**src/rtl/seg_text_display_pkg.sv**
```systemverilog
// Shared constants for the seven-segment text display.
// Segment bit order and text width of ProgramOutput.seg.
package seg_text_display_pkg;

  localparam int SEG_TEXT_W = 64;

  localparam int SEG_A  = 7;
  localparam int SEG_B  = 6;
  localparam int SEG_C  = 5;
  localparam int SEG_D  = 4;
  localparam int SEG_E  = 3;
  localparam int SEG_F  = 2;
  localparam int SEG_G  = 1;
  localparam int SEG_DP = 0;

  localparam logic [SEG_TEXT_W-1:0] SEG_SPACES = {8{8'h20}};

  typedef logic [7:0] seg_t;

  function automatic logic [7:0] to_upper(input logic [7:0] ch);
    return (ch >= 8'h61 && ch <= 8'h7a) ? ch - 8'h20 : ch;
  endfunction

endpackage

```
**src/rtl/seg_text_display_ascii_to_seg.sv**
```systemverilog
// ASCII to seven-segment glyph decoder, {a,b,c,d,e,f,g,dp}.
// Case-insensitive; unsupported codes decode to blank.
module ascii_to_seg
  import seg_text_display_pkg::*;
(
  input  logic [7:0] i_ascii,
  output seg_t       o_seg
);

  logic [7:0] w_up;

  assign w_up = to_upper(i_ascii);

  always_comb begin
    o_seg = '0;
    case (w_up)
      "0": o_seg = 8'b1111_1100;
      "1": o_seg = 8'b0110_0000;
      "2": o_seg = 8'b1101_1010;
      "3": o_seg = 8'b1111_0010;
      "4": o_seg = 8'b0110_0110;
      "5": o_seg = 8'b1011_0110;
      "6": o_seg = 8'b1011_1110;
      "7": o_seg = 8'b1110_0000;
      "8": o_seg = 8'b1111_1110;
      "9": o_seg = 8'b1111_0110;
      "A": o_seg = 8'b1110_1110;
      "B": o_seg = 8'b0011_1110;
      "C": o_seg = 8'b1001_1100;
      "D": o_seg = 8'b0111_1010;
      "E": o_seg = 8'b1001_1110;
      "F": o_seg = 8'b1000_1110;
      "G": o_seg = 8'b1011_1100;
      "H": o_seg = 8'b0110_1110;
      "I": o_seg = 8'b0110_0000;
      "J": o_seg = 8'b0111_0000;
      "L": o_seg = 8'b0001_1100;
      "N": o_seg = 8'b0010_1010;
      "O": o_seg = 8'b1111_1100;
      "P": o_seg = 8'b1100_1110;
      "Q": o_seg = 8'b1110_0110;
      "R": o_seg = 8'b0000_1010;
      "S": o_seg = 8'b1011_0110;
      "T": o_seg = 8'b0001_1110;
      "U": o_seg = 8'b0111_1100;
      "Y": o_seg = 8'b0111_0110;
      "Z": o_seg = 8'b1101_1010;
      "-": o_seg = 8'(1 << SEG_G);
      "_": o_seg = 8'(1 << SEG_D);
      ".": o_seg = 8'(1 << SEG_DP);
      default: o_seg = '0;
    endcase
  end

endmodule

```
**src/rtl/seg_text_display.sv**
```systemverilog
// 8-digit multiplexed seven-segment text display with
// frame-aligned text latching and per-digit blinking.
module seg_text_display
  import seg_text_display_pkg::*;
#(
  parameter int SCAN_DIV     = 100000,
  parameter int BLINK_FRAMES = 64
) (
  input  logic                  prog_clk,
  input  logic                  rst,
  input  logic [SEG_TEXT_W-1:0] seg_text,
  input  logic [7:0]            blink_mask,
  output logic [7:0]            digit_en,
  output logic [7:0]            seg_left,
  output logic [7:0]            seg_right,
  output logic                  frame_done
);

  localparam int DIV_W = (SCAN_DIV > 1) ? $clog2(SCAN_DIV) : 1;
  localparam int BLK_W = (BLINK_FRAMES > 1) ? $clog2(BLINK_FRAMES) : 1;
  localparam logic [DIV_W-1:0] DIV_MAX = DIV_W'(SCAN_DIV - 1);
  localparam logic [BLK_W-1:0] BLK_MAX = BLK_W'(BLINK_FRAMES - 1);

  logic [DIV_W-1:0]      r_div_cnt;
  logic [2:0]            r_idx;
  logic [SEG_TEXT_W-1:0] r_shadow_text;
  logic [7:0]            r_shadow_mask;
  logic [BLK_W-1:0]      r_blink_cnt;
  logic                  r_blink_phase;
  logic                  r_load_pending;
  logic [7:0]            r_digit_en;
  logic [7:0]            r_seg_left;
  logic [7:0]            r_seg_right;
  logic                  r_frame_done;

  logic                  w_div_wrap;
  logic                  w_frame_end;
  logic [SEG_TEXT_W-1:0] w_text;
  logic [7:0]            w_mask;
  logic [2:0]            w_pos;
  logic [7:0]            w_char;
  seg_t                  w_raw;
  seg_t                  w_glyph;

  assign w_div_wrap  = (r_div_cnt == DIV_MAX);
  assign w_frame_end = w_div_wrap && (r_idx == 3'd7);

  // Bypass the shadows on the load cycle so digit 7 is valid at once
  assign w_text = r_load_pending ? seg_text : r_shadow_text;
  assign w_mask = r_load_pending ? blink_mask : r_shadow_mask;

  assign w_pos  = 3'd7 - r_idx;
  assign w_char = w_text[{w_pos, 3'b000} +: 8];

  ascii_to_seg u_dec (
    .i_ascii (w_char),
    .o_seg   (w_raw)
  );

  assign w_glyph = (w_mask[w_pos] && r_blink_phase) ? '0 : w_raw;

  always_ff @(posedge prog_clk) begin
    if (rst) begin
      r_div_cnt      <= '0;
      r_idx          <= '0;
      r_shadow_text  <= SEG_SPACES;
      r_shadow_mask  <= '0;
      r_blink_cnt    <= '0;
      r_blink_phase  <= 1'b0;
      r_load_pending <= 1'b1;
      r_digit_en     <= '0;
      r_seg_left     <= '0;
      r_seg_right    <= '0;
      r_frame_done   <= 1'b0;
    end else begin
      r_div_cnt      <= w_div_wrap ? '0 : r_div_cnt + 1'b1;
      r_load_pending <= 1'b0;
      if (w_div_wrap) begin
        r_idx <= r_idx + 3'd1;
      end
      if (r_load_pending || w_frame_end) begin
        r_shadow_text <= seg_text;
        r_shadow_mask <= blink_mask;
      end
      if (w_frame_end) begin
        if (r_blink_cnt == BLK_MAX) begin
          r_blink_cnt   <= '0;
          r_blink_phase <= ~r_blink_phase;
        end else begin
          r_blink_cnt <= r_blink_cnt + 1'b1;
        end
      end
      r_digit_en   <= 8'h80 >> r_idx;
      r_seg_left   <= r_idx[2] ? '0 : w_glyph;
      r_seg_right  <= r_idx[2] ? w_glyph : '0;
      r_frame_done <= w_frame_end;
    end
  end

  assign digit_en   = r_digit_en;
  assign seg_left   = r_seg_left;
  assign seg_right  = r_seg_right;
  assign frame_done = r_frame_done;

endmodule
```
**config.mk**
```make
export PLATFORM = sky130hd
export DESIGN_NAME = seg_text_display
export DESIGN_NICKNAME = d
export VERILOG_FILES = /design/src/rtl/seg_text_display_pkg.sv /design/src/rtl/seg_text_display_ascii_to_seg.sv /design/src/rtl/seg_text_display.sv
export SDC_FILE = /design/constraint.sdc
export NUM_CORES = 1
export LEC_CHECK = 0
export CAP_MARGIN = 20
export CELL_PAD_IN_SITES_DETAIL_PLACEMENT = 1
export CELL_PAD_IN_SITES_GLOBAL_PLACEMENT = 1
export CORE_MARGIN = 2
export CORE_UTILIZATION = 43
export DETAILED_ROUTE_END_ITERATION = 7
export DONT_BUFFER_PORTS = 1
export PLACE_DENSITY_LB_ADDON = 0.1
export SYNTH_ARGS = -nofsm -noshare
export SYNTH_HDL_FRONTEND = slang
export SYNTH_SLANG_ARGS = --single-unit
```
**constraint.sdc**
```tcl
create_clock -name prog_clk -period 3.96 [get_ports prog_clk]
set_input_delay 1.188 -clock prog_clk [delete_from_list [all_inputs] [get_ports prog_clk]]
set_output_delay 1.188 -clock prog_clk [all_outputs]
set_load 0.005 [all_outputs]
```
==> results.ini <==
[status]
status=finished, final reports clean

[clocking]
cts_sinks=125
cts_setup_buffers=0
cts_max_level=4
clkLatencyLatePin_ns=0.42
cts_tree=built
cts_max_path_buffers=2
cts_resized=0
path_clk_slew_ns=0.05
ctsHoldBuffers=0
numCtsBuffers=17
clock_tree.root_cell=clkbuf_16

[drt]
drc_errors=0
viasPerCell=5.76
drt_iter0_drc=288
first_pass_iters=4
drt-total-wl_um=18600
wl_per_cell_um=20.0
ant_nets=0
vias=5358

[timing]
maxSlewHeadroom=0.618
layout_min_cycle_time_ns=3.65
max_clock_freq_mhz=274
rsz0062_at_grt=no
worst_pin_slew_ns=0.572
report.final.slew_viol_count=0
hold_viol=0
skew_ns=0.00974
final.setup.worst_slack_ns=0.308
final-setup-viol-count=0
setup_tns_ns=0
fin_crit_sh=0.922

[global_routing]
grt_util_met3=0.0837
antenna_found_initial=0
grt_pass1_vias=5707
globalRouteTotalUtil=0.245
overflow=0
grt_util_met2=0.419
busiest_layer=met2
grt_max_degree=92
use_met1=0.301
grt_pass1_wl_um=30900

[place]
pre_cts_ws_ns=-0.0707
port_buffers=0
dp_cells=899
routabilityCongestion=0.821
place_hpwl_um=13100

[synth]
synth-edff-count=0
yosysUniqueCellTypes=65
synthArstFlopShare=0
ys_warn_count=0
synth_nets=822
ys_seq_elements=125
synthFlopType=dfxtp_1
syn_avg_cell_area_um2=8.73
syn_area_mm2=0.00639
yosysTopAreaCell=dfxtp_1
synth_top_area_frac=0.391
synthTopCellsByArea=dfxtp_1 39%, mux4_2 12%, nand2_1 9.9%
synth-seq-area-share=0.391
syn_inst=732

[finish]
finish.utilization=0.505
area_growth_pct=14.8
drive_gt1_frac=0.155
num_antenna_cells=0
final_cell_mix=168 x nand2_1, 124 x dfxtp_1, 77 x a21oi_1, 55 x nor2_1, 33 x mux4_2
mostFrequentLayoutCell=nand2_1
final_nets=824
fillers=1706
layout.cells.non_filler=930

[power_and_ir_drop]
share_comb_of_total_power=0.110
clock_power_share=0.495
total_leakage_power_nw=2.77
power.density_mw_per_mm2=461
seqPwrFrac=0.395
internal-power_w=0.00261
ir_drop_mv=0.394
p_switching_w=0.000776
swShare=0.229

[setup_path]
end_kind=register
crit_fanout=4
worstPathRequired_ns=4.29
crit_arrival_ns=3.98
cp-start-kind=input pin
critPathKind=in -> reg

[floorplanning]
initial_core_util=0.440
chipWidth_um=126
rows=44
fp.dieArea_mm2=0.0159
core_mm2=0.0145
dieHeight_um=126
num_io_pins=99

[worst_hold_path]
hold_class=reg -> reg

[run]
maxCapViolations=0

## per-layer routing
layer	wire length (µm)	vias to the layer above
li1	-	2558
met1	7980	2665
met2	9090	119
met3	1360	16
met4	193	0
met5	0	-
## path summary, 6_finish.rpt
check / slack, ns / from / end / depth (start not counted)
hold reg to reg: 0.44 / r_shadow_text[38] / r_shadow_text[38] / 2
setup reg to reg: 0.39 / r_idx[0] / seg_left[5] / 13
hold / removal: 0.44 / r_shadow_text[38] / r_shadow_text[38] / 2
setup / recovery: 0.31 / seg_text[0] / seg_left[5] / 12
## cell type report
| cell class | count | area, µm² | area share |
|---|---|---|---|
| flip-flops and latches | 125 | 2510 | 0.341 |
| multi-input cells | 543 | 3640 | 0.496 |
| inverters | 13 | 48.8 | 0.00665 |
| clock buffers | 25 | 505 | 0.0689 |
| well taps | 184 | 230 | 0.0314 |
| repair buffers | 34 | 280 | 0.0382 |
| clock inverters | 6 | 130 | 0.0177 |
## cell usage after synthesis, types with 3 or more instances
library cell,instances
buf_1,3
inv_1,13
ha_1,16
dfxtp_1,125
xor2_1,11
nor2b_1,5
o21ai_0,13
buf_2,7
nand2_1,168
nor2_1,56
nand3b_1,8
a211oi_1,3
o211ai_1,3
nor3_1,9
o22ai_1,6
nand4_1,4
o2111ai_1,3
o21ai_1,3
a22oi_1,5
and3_1,6
mux2i_1,13
or3_1,5
nand2b_1,6
mux2_2,5
a31oi_1,4
xnor2_1,11
a21oi_1,77
mux4_2,33
nand3_1,17
o31ai_1,4
clkbuf_1,38
and2_1,12
## registers in the layout, indices dropped and copies added, names as in the netlist, 3 cells and up
name,cells
seg_right,8
digit_en,8
r_div_cnt,17
r_shadow_text,64
seg_left,8
r_blink_cnt,6
r_idx,3
r_shadow_mask,8
## worst max-delay path, cell delays in order
cell	delay (ns)
mux4_2	0.50
a22oi_1	0.28
o21ai_1	0.13
buf_4	0.16
ha_1	0.21
nor2b_1	0.10
o21ai_0	0.08
or4_4	0.47
a31oi_4	0.19
nand2b_1	0.11
or3_1	0.37
o22ai_1	0.19
## logic make-up (layout without fill, tap and decap cells)
kind of cell	after synthesis	count (layout)	synth area share
xor gates and xnor gates	22	22	0.0301
AOI/OAI and AO/OA	144	144	0.141
and+or+nand+nor	308	308	0.216
DFF	125	125	0.391
muxes	53	53	0.149
adders and majority gates	16	16	0.0313
buffers and inverters	64	78	0.0419
## power by group through the flow
| stage | clock network (W) | logic (W) | registers [W] |
|---|---|---|---|
| after floorplan | 0 | 0.000282 | 0.00135 |
| after global placement | 0 | 0.000360 | 0.00136 |
| after detailed placement | 0 | 0.000371 | 0.00136 |
| after CTS | 0.00171 | 0.000374 | 0.00134 |
| after global routing | 0.00177 | 0.000413 | 0.00134 |
| final | 0.00168 | 0.000372 | 0.00134 |
## metrics by stage
stage / hold WS, ns / area (µm²) / power (W)
after global placement: 0.429 / 6700 / 0.00172
after global routing: 0.467 / 7340 / 0.00352
after detailed placement: 0.435 / 6700 / 0.00174
after floorplan: 0.418 / 6400 / 0.00163
after CTS: 0.443 / 7340 / 0.00342
final: 0.444 / 7340 / 0.00339
Note: power is estimated with default switching activity, not from simulation.
